## src/rtl/uart_frame_pkg.sv

```systemverilog
// Shared constants, write-FSM state type and elaboration helpers for the
// UART-to-frame-buffer path.
package uart_frame_pkg;

  localparam logic [7:0] FRAME_MARKER = 8'hFF;
  localparam int GUARD_HI = 7;
  localparam int GUARD_LO = 0;

  typedef enum logic {
    SYNC    = 1'b0,
    COLLECT = 1'b1
  } wr_state_t;

  function automatic int clog2_int(input int v);
    int r;
    r = 0;
    for (int i = 0; i < 31; i++) begin
      if ((1 << i) < v) r = i + 1;
    end
    return r;
  endfunction

  function automatic int ceil_div(input int a, input int b);
    return (a + b - 1) / b;
  endfunction

endpackage

```

## src/rtl/frame_read_addr_gen.sv

```systemverilog
// VGA-side read path: window test, upscale shift, buffer address and a
// window flag pipelined alongside the 1-cycle synchronous RAM read.
module frame_read_addr_gen
  import uart_frame_pkg::*;
#(
  parameter int FRAME_W    = 320,
  parameter int FRAME_H    = 240,
  parameter int SCALE      = 1,
  parameter int COL_MAJOR  = 1,
  parameter int ADDR_W     = 18,
  parameter int COORD_W    = 11,
  parameter int PIXEL_BITS = 12
) (
  input  logic                  clk,
  input  logic                  reset,
  input  logic [COORD_W-1:0]    pix_x,
  input  logic [COORD_W-1:0]    pix_y,
  output logic [ADDR_W-1:0]     rd_addr,
  input  logic [PIXEL_BITS-1:0] rd_data,
  output logic [PIXEL_BITS-1:0] pix_out
);

  localparam int SHIFT = clog2_int(SCALE);
  localparam logic [COORD_W:0]  LIM_X = (COORD_W + 1)'(FRAME_W * SCALE);
  localparam logic [COORD_W:0]  LIM_Y = (COORD_W + 1)'(FRAME_H * SCALE);
  localparam logic [ADDR_W-1:0] W_A   = ADDR_W'(FRAME_W);
  localparam logic [ADDR_W-1:0] H_A   = ADDR_W'(FRAME_H);

  logic                 in_win;
  logic [COORD_W-1:0]   sx_p0, sy_p0;
  logic [ADDR_W-1:0]    sx_a, sy_a, addr_p0;
  logic                 vld_p0, vld_p1, vld_p2;

  assign in_win = ({1'b0, pix_x} < LIM_X) && ({1'b0, pix_y} < LIM_Y);

  // stage p0: sample VGA position, reduce to source coordinates
  always_ff @(posedge clk) begin
    sx_p0 <= pix_x >> SHIFT;
    sy_p0 <= pix_y >> SHIFT;
  end

  assign sx_a    = ADDR_W'(sx_p0);
  assign sy_a    = ADDR_W'(sy_p0);
  assign addr_p0 = (COL_MAJOR != 0) ? (sx_a * H_A + sy_a) : (sy_a * W_A + sx_a);

  // stage p1: address to RAM; p2: RAM data returns; p3: gated colour out
  always_ff @(posedge clk) begin
    if (reset) begin
      vld_p0  <= 1'b0;
      vld_p1  <= 1'b0;
      vld_p2  <= 1'b0;
      rd_addr <= '0;
      pix_out <= '0;
    end else begin
      vld_p0  <= in_win;
      vld_p1  <= vld_p0;
      vld_p2  <= vld_p1;
      rd_addr <= vld_p0 ? addr_p0 : '0;
      pix_out <= vld_p2 ? rd_data : '0;
    end
  end

endmodule

```

## src/rtl/uart_frame_writer.sv

```systemverilog
// Packs guarded UART payload bytes into pixels and writes a double-banked
// frame buffer; UART_FRAME_SYNC_EN adds the 8'hFF frame-marker resync.
module uart_frame_writer
  import uart_frame_pkg::*;
#(
  parameter int PIXEL_BITS   = 12,
  parameter int PAYLOAD_BITS = 6,
  parameter int FRAME_W      = 320,
  parameter int FRAME_H      = 240,
  parameter int SCALE        = 1,
  parameter int COL_MAJOR    = 1,
  parameter int ADDR_W       = 18,
  parameter int COORD_W      = 11
) (
  input  logic                  clk,
  input  logic                  reset,
  input  logic [7:0]            rx_data,
  input  logic                  rx_valid,
  output logic                  wr_en,
  output logic                  wr_bank,
  output logic [ADDR_W-1:0]     wr_addr,
  output logic [PIXEL_BITS-1:0] wr_data,
  output logic                  frame_done,
  output logic                  guard_err,
  input  logic [COORD_W-1:0]    pix_x,
  input  logic [COORD_W-1:0]    pix_y,
  output logic                  rd_bank,
  output logic [ADDR_W-1:0]     rd_addr,
  input  logic [PIXEL_BITS-1:0] rd_data,
  output logic [PIXEL_BITS-1:0] pix_out
);

  localparam int BPP     = ceil_div(PIXEL_BITS, PAYLOAD_BITS);
  localparam int ACC_W   = BPP * PAYLOAD_BITS;
  localparam int PHASE_W = (BPP > 1) ? clog2_int(BPP) : 1;
  localparam logic [PHASE_W-1:0] LAST_PHASE = PHASE_W'(BPP - 1);
  localparam logic [ADDR_W-1:0]  LAST_ADDR  = ADDR_W'(FRAME_W * FRAME_H - 1);

  logic [PAYLOAD_BITS-1:0] payload;
  logic                    guard_bad;
  logic                    accept;
  logic [PHASE_W-1:0]      phase;
  logic [ACC_W-1:0]        acc;
  logic [ACC_W-1:0]        merged;
  logic [ADDR_W-1:0]       addr_cnt;

  function automatic logic [ACC_W-1:0] place(input logic [PAYLOAD_BITS-1:0] p,
                                             input logic [PHASE_W-1:0]      ph);
    return ACC_W'(p) << (PAYLOAD_BITS * int'(ph));
  endfunction

  assign payload   = rx_data[PAYLOAD_BITS:1];
  assign guard_bad = rx_data[GUARD_HI] | rx_data[GUARD_LO];
  // the first byte of a pixel starts a fresh accumulator, so acc needs no reset
  assign merged    = ((phase == '0) ? '0 : acc) | place(payload, phase);

`ifdef UART_FRAME_SYNC_EN
  wr_state_t state;
  logic      is_marker;

  assign is_marker = (rx_data == FRAME_MARKER);
  assign accept    = rx_valid && (state == COLLECT) && !is_marker && !guard_bad;
`else
  assign accept    = rx_valid && !guard_bad;
`endif

  always_ff @(posedge clk) begin
    if (accept) acc <= merged;
  end

  always_ff @(posedge clk) begin
    if (reset) begin
      wr_en      <= 1'b0;
      wr_bank    <= 1'b0;
      wr_addr    <= '0;
      wr_data    <= '0;
      frame_done <= 1'b0;
      guard_err  <= 1'b0;
      rd_bank    <= 1'b1;
      phase      <= '0;
      addr_cnt   <= '0;
`ifdef UART_FRAME_SYNC_EN
      state      <= SYNC;
`endif
    end else begin
      wr_en      <= 1'b0;
      frame_done <= 1'b0;
      guard_err  <= 1'b0;
      wr_addr    <= addr_cnt;

      // banks swap only after the final pixel of a complete frame was written
      if (frame_done) begin
        wr_bank <= ~wr_bank;
        rd_bank <= wr_bank;
      end

      if (rx_valid) begin
`ifdef UART_FRAME_SYNC_EN
        if (state == SYNC) begin
          if (is_marker) state <= COLLECT;
        end else if (is_marker) begin
          phase    <= '0;
          addr_cnt <= '0;
          wr_addr  <= '0;
        end else if (guard_bad) begin
          guard_err <= 1'b1;
        end
`else
        if (guard_bad) guard_err <= 1'b1;
`endif
      end

      if (accept) begin
        if (phase == LAST_PHASE) begin
          phase   <= '0;
          wr_en   <= 1'b1;
          wr_data <= merged[PIXEL_BITS-1:0];
          if (addr_cnt == LAST_ADDR) begin
            addr_cnt   <= '0;
            frame_done <= 1'b1;
          end else begin
            addr_cnt <= addr_cnt + ADDR_W'(1);
          end
        end else begin
          phase <= phase + PHASE_W'(1);
        end
      end
    end
  end

  frame_read_addr_gen #(
    .FRAME_W    (FRAME_W),
    .FRAME_H    (FRAME_H),
    .SCALE      (SCALE),
    .COL_MAJOR  (COL_MAJOR),
    .ADDR_W     (ADDR_W),
    .COORD_W    (COORD_W),
    .PIXEL_BITS (PIXEL_BITS)
  ) u_read (
    .clk     (clk),
    .reset   (reset),
    .pix_x   (pix_x),
    .pix_y   (pix_y),
    .rd_addr (rd_addr),
    .rd_data (rd_data),
    .pix_out (pix_out)
  );

endmodule

```

## config.mk

```make
export PLATFORM = sky130hd
export DESIGN_NAME = uart_frame_writer
export DESIGN_NICKNAME = d
export VERILOG_FILES = /design/src/rtl/uart_frame_pkg.sv /design/src/rtl/frame_read_addr_gen.sv /design/src/rtl/uart_frame_writer.sv
export SDC_FILE = /design/constraint.sdc
export NUM_CORES = 1
export LEC_CHECK = 0
export CORE_ASPECT_RATIO = 1.25
export CORE_MARGIN = 5
export CORE_UTILIZATION = 40
export CTS_CLUSTER_SIZE = 8
export DETAILED_ROUTE_END_ITERATION = 12
export PLACE_DENSITY = 0.72
export SLEW_MARGIN = 20
export SYNTH_ARGS = -nofsm -noshare
export SYNTH_HDL_FRONTEND = slang
export SYNTH_SLANG_ARGS = --single-unit
```

## constraint.sdc

```tcl
create_clock -name clk -period 3.4 [get_ports clk]
set_input_delay 0.68 -clock clk [delete_from_list [all_inputs] [get_ports clk]]
set_output_delay 0.68 -clock clk [all_outputs]
set_load 0.02 [all_outputs]
```

======== Yosys cells after proc, flatten, opt, wreduce, memory -nomap -nowiden ========
Index checks and enable logic that the tools add are counted.
word-level totals
  bits of input ports ..................... 45
  register bits after elaboration ......... 121
  logic and storage cells ................. 49
  output and inout port bits .............. 65
operators by class
  muxes and demuxes ....................... 6
  $add $sub $neg .......................... 3
  bitwise operators ....................... 8
  $lt $le $gt $ge ......................... 2
  shift operators ......................... 1
  eq/ne operators ......................... 1
  multiply operators ...................... 2
  reductions and logical operators ........ 9
operators by type and width
  cell                                                   number
  adder 18 x 1 -> 18 bit, second input constant          1
  adder 18 x 11 -> 18 bit                                1
  equality test 18 x 17 -> 1 bit, second input constant  1
  two-way mux 18 bit                                     1
  multiplier 11 x 4 -> 14 bit, second input constant     1
  two-way mux 12 bit                                     1
  bitwise OR 12 bit                                      1
  left shift 6 x 4 -> 12 bit                             1
  < comparator 11 x 8 -> 1 bit, second input constant    1
  < comparator 11 x 9 -> 1 bit, second input constant    1
  OR reduction 2 bit                                     4
  inverter 1 bit                                         6
  two-way mux 1 bit                                      4
  multiplier 2 x 1 -> 3 bit, first input constant        1
  OR reduction 3 bit                                     1
  logical AND 1 bit                                      2
  AND reduction 2 bit                                    1
  adder 1 bit, second input constant                     1
  logical NOT 1 bit                                      1
  bitwise OR 1 bit                                       1

======== Longest topological paths before layout ========
  word-level depth ........................ 5
  depth in mapped cells ................... 16
  gate-level depth less buffers ........... 16

======== Cells and area by module ========
Synthesis repeated with hierarchy kept, for this count alone.
unflattened totals
  cell total of the unflattened synthesis .. 496
  area total of the unflattened synthesis .. 5,202.5 sq um
by module, submodules not included
  module               sequential area each (sq um)  instances  area each (sq um)  cells an instance
  frame_read_addr_gen  1,101.1                       1          2,800.2            265
  uart_frame_writer    1,441.4                       1          2,402.3            231

======== Least setup slack after synthesis ========
OpenSTA, ideal clock, no wires.
  kind .................................... register to register
  from .................................... register u_read.sx_p0[0]
  to ...................................... register u_read.rd_addr[15]
  clock period less this slack ............ 3.783 ns
  buffers on the path ..................... 0
  slack ................................... -0.383 ns
  data arrival time ....................... 3.655 ns
  stages on the path, launching flop included .. 15
  cells stage by stage .................... dfxtp_1 > fa_1 > fa_1 > inv_1 > fa_1 > nand2b_1 > nand2b_1 > a21oi_1 > xnor2_1 > ha_1 > or3_2 > o21ai_0 > and3b_1 > xnor2_1 > nor2_1
on the way
  longest elaborated chain between the ends .. 2
RTL lines
  what                         line                       source
  from (decl)                  frame_read_addr_gen.sv:30  logic [COORD_W-1:0] sx_p0, sy_p0;
  from (signal assigned)       frame_read_addr_gen.sv:38  sx_p0 <= pix_x >> SHIFT;
  multiplier 11 x 4 -> 14 bit  frame_read_addr_gen.sv:44  assign addr_p0 = (COL_MAJOR != 0) ? (sx_a * H_A + sy_a) : (sy_a * W_A + sx_a);
  adder 18 x 11 -> 18 bit      frame_read_addr_gen.sv:44
  to (signal assigned)         frame_read_addr_gen.sv:58  rd_addr <= vld_p0 ? addr_p0 : '0;
  to (decl)                    frame_read_addr_gen.sv:18  output logic [ADDR_W-1:0] rd_addr,
No other way between the ends.
A chain may end at the register's enable or synchronous reset.

======== Final worst setup path ========
Same ends and word-level chain as after synthesis.

==> summary.md <==
| Metric | Value |
|---|---|
| Netlist cell types | 61 |
| Final Setup Violations | 5 |
| P_leak | 0.00307 µW |
| GR Overflow Total | 0 |
| Die Width | 112 µm |
| Type of the worst setup path | flip-flop to flip-flop |
| CTS tree | done |
| First-pass GRT wire length | about 20 mm |
| MaxCap Viol Count | 0 |
| Peak Freq | 288 MHz |
| Hold Crit Class | flip-flop to flip-flop |
| Failing checks | negative setup slack |
| Antenna cells | 0 |
| Worst vdd ir | roughly 0.00034 V |
| Row count | 46 |
| WL/cell | between 10 and 15 µm |
| Crit Path Max Fanout | 4 |
| CTS Buf Count | 17 |
| Placeable Area | 12800 µm² |
| Setup Skew | ~0.0088 ns |
| Slew @ Worst Pin | roughly 0.66 ns |
| RSZ-0062 raised after global routing | yes |
| Leading post-synthesis cells by cell area | dfxtp_1, fa_1, edfxtp_1 |
| Status | complete, but fails checks |
| Async SR Flop Fraction | 0% |
| Die Y | 138 µm |
| Post-Syn Area per Cell | roughly 10 µm² |
| Final Slew Violations | 0 |
| Power Density | between 600 and 700 nW/µm² |
| Cell taking the most area after synthesis | dfxtp_1 |
| Layout cell share with drive strength beyond 1 | between 10% and 20% |
| Clock buffer depth | 2 |
| Crit path DAT | 3.77 ns |
| Min Tclk post-route | between 3 and 4 ns |
| Initial drt markers | 165 |
| Slowest stage delay, CP | a little under 0.6 ns |
| Final HPWL DP | just under 9 mm |
| Area of the multi-input gates | about 2600 µm² |
| Final WS setup | -0.0753 ns |
| Main flop type after synthesis | dfxtp_1 |
| Fin. Hold Viols | 0 |
| Rel. slew slack | 56.0% |
| Number of flops mapped to enable cells by yosys | 12 |
| Initial antenna violation count | 1 |
| Initial core utilization | about 41% |
| Reg clk slew, reported paths | roughly 0.060 ns |
| Clk_lat worst skew | 0.42 ns |
| Worst Setup End Kind | flip-flop |
| Tot GR Track Use | about 16% |
| CTS H-tree depth | 4 |
| Final wirelength | 12.0 mm |
| TritonCTS Sinks | ~120 |
| Syn. warnings | 0 |
| Critical path required time | roughly 3.7 ns |
| Seq cells post-synth | approximately 120 |
| Root buffer cell | clkbuf_16 |
| Nets@finish | about 740 |
| Hold bufs inserted after CTS | 0 |
| Vias per inst | a little under 5 |
| Vias in the first global route | 4200 |
| Post-route clock period utilization | 102% |
| Register Area | 2550 µm² |
| FILL cells | between 1000 and 1500 |
| Synthesized cell area | 5230 µm² |
| IO buf count | 109 |
| Area share of the largest cell type after synthesis | 41.8% |
| Total negative slack | -0.225 ns |
| I/O pins | 110 |
| Vias | ~4000 |
| Delay-heaviest family, CP | adder cells |
| Critical path cell sequence | fa_1, fa_1, ha_1, a21o_2, a21oi_2, xnor2_1, ha_1, or3_4, o21ai_4, and3b_1, xnor2_1, nor2_1 |
| DR pass1 iterations | 4 |
| Cells after synthesis | roughly 500 |
| Antenna-violating nets left | 0 |
| RD Place Congestion | 0.872 |
| # DRC | 0 |
| Buf/Inv on CP | 0 |
| Slowest-stage cell, CP | fa_1 |
| Final core occ | 59.0% |
| Largest net degree at the start of global routing | 34 |
| Seq/Total Area, Yosys | around 50% |
| Die area | around 15000 µm² |
| Area Overhead vs Synth | 44.2% |
| CP startpoint kind | flip-flop |
| Net Count, Synth | just under 600 |
==> worst reg2reg max path: stages, from the launching register on <==
cell and delay (ns):
dfxtp_2 0.33, fa_1 0.58, fa_1 0.45, ha_1 0.30, a21o_2 0.23, a21oi_2 0.16, xnor2_1 0.09, ha_1 0.25
or3_4 0.41, o21ai_4 0.19, and3b_1 0.20, xnor2_1 0.14, nor2_1 0.05
==> power by group <==
group | switching, µW | total, µW | internal [µW]
sequential | 12.1 | 1480 | 1470
clock | 646 | 1850 | 1200
combinational | 705 | 1420 | 716
==> cells by family (layout without fill, tap and decap cells) <==
kind of cell	count (synthesis)	in the layout	share of synthesized area [%]
AOI/OAI and AO/OA	63	63	8.57
xor gates and xnor gates	35	35	5.87
adders and majority gates	44	44	13.4
buffers and inverters	50	217	3.93
DFF	121	121	48.6
muxes	6	6	1.29
and+or+nand+nor	179	179	18.3
==> worst paths after layout <==
check | to | from | slack, ns | depth (start not counted)
max | u_read.rd_addr[15] | u_read.sx_p0[0] | -0.08 | 12
min | u_read.rd_addr[0] | u_read.sy_p0[0] | 0.44 | 1
max reg2reg | u_read.rd_addr[15] | u_read.sx_p0[0] | -0.08 | 12
min reg2reg | u_read.rd_addr[0] | u_read.sy_p0[0] | 0.44 | 1
==> cell type report <==
class                      instances  share of cell area [%]
inverter                          34                    1.69
clock inverter                    12                    2.12
timing repair buffer             151                    18.7
multi-input combinational        327                    34.9
tap                              168                    2.79
clock buffer                      20                    6.06
sequential                       121                    33.8
==> cells in the mapped netlist, drive strengths merged (2+ instances only) <==
master and number:
or3 4, inv 34, fa 20, nor2 41
nand4 7, dfxtp 109, buf 4, clkbuf 12
nor2b 21, o21ai 8, o31ai 2, a21o 9
ha 24, edfxtp 12, a221o 2, o21a 8
xnor2 14, nor4 3, and2 21, a21oi 21
nand2 26, nand4b 2, nor4bb 2, nor3 20
mux2 6, xor2 21, nand3 12, nand2b 3
and3 7
==> placed cells by master (no fill, tap or decap), types with 7 or more instances in the layout <==
| cell | n |
|---|---|
| clkdlybuf4s50_1 | 109 |
| dfxtp_1 | 106 |
| nor2_1 | 41 |
| buf_4 | 41 |
| inv_1 | 31 |
| nand2_1 | 26 |
| nor2b_1 | 21 |
| xor2_1 | 20 |
| ha_1 | 20 |
| and2_1 | 19 |
| fa_1 | 19 |
| nor3_1 | 18 |
| a21oi_1 | 17 |
| clkbuf_16 | 17 |
| xnor2_1 | 14 |
| edfxtp_1 | 12 |
| nand3_1 | 11 |
| o21a_1 | 8 |
| nand4_1 | 7 |
| a21o_1 | 7 |
==> stage by stage <==
step	hold slack (ns)	cell area (µm²)	total power (µW)	cells	setup slack, ns
2_1_floorplan	0.406	5270	2390	498	0.0194
3_3_place_gp	0.411	6770	2700	796	-0.0535
3_5_place_dp	0.416	6770	2740	796	-0.209
4_1_cts	0.442	7460	4680	831	-0.0923
5_1_grt	0.452	7540	5000	833	-0.282
6_report	0.438	7540	4750	833	-0.0753
==> per-layer routing <==
metal / up-vias / wire, µm / global-route usage (%)
li1: 1989 / - / -
met5: - / 13 / 0
met3: 19 / 752 / 5.80
met2: 101 / 6070 / 28.2
met1: 1913 / 4920 / 17.8
met4: 2 / 222 / 7.68
==> sequential cells by signal, indices dropped and copies added (netlist names), 11 cells and up <==
register        cells
wr_data            12
u_read.sx_p0       11
u_read.rd_addr     18
acc                12
u_read.sy_p0       11
u_read.pix_out     12
addr_cnt           18
wr_addr            18
==> timing repair <==
item,in CTS,in global routing
resized for setup,12,11
buffers inserted,3,2
hold endpoints to repair,0,0
cloned,0,0
endpoints found under the setup margin,7,8
pin swaps,2,8
Power figures use the tool's default switching activity.
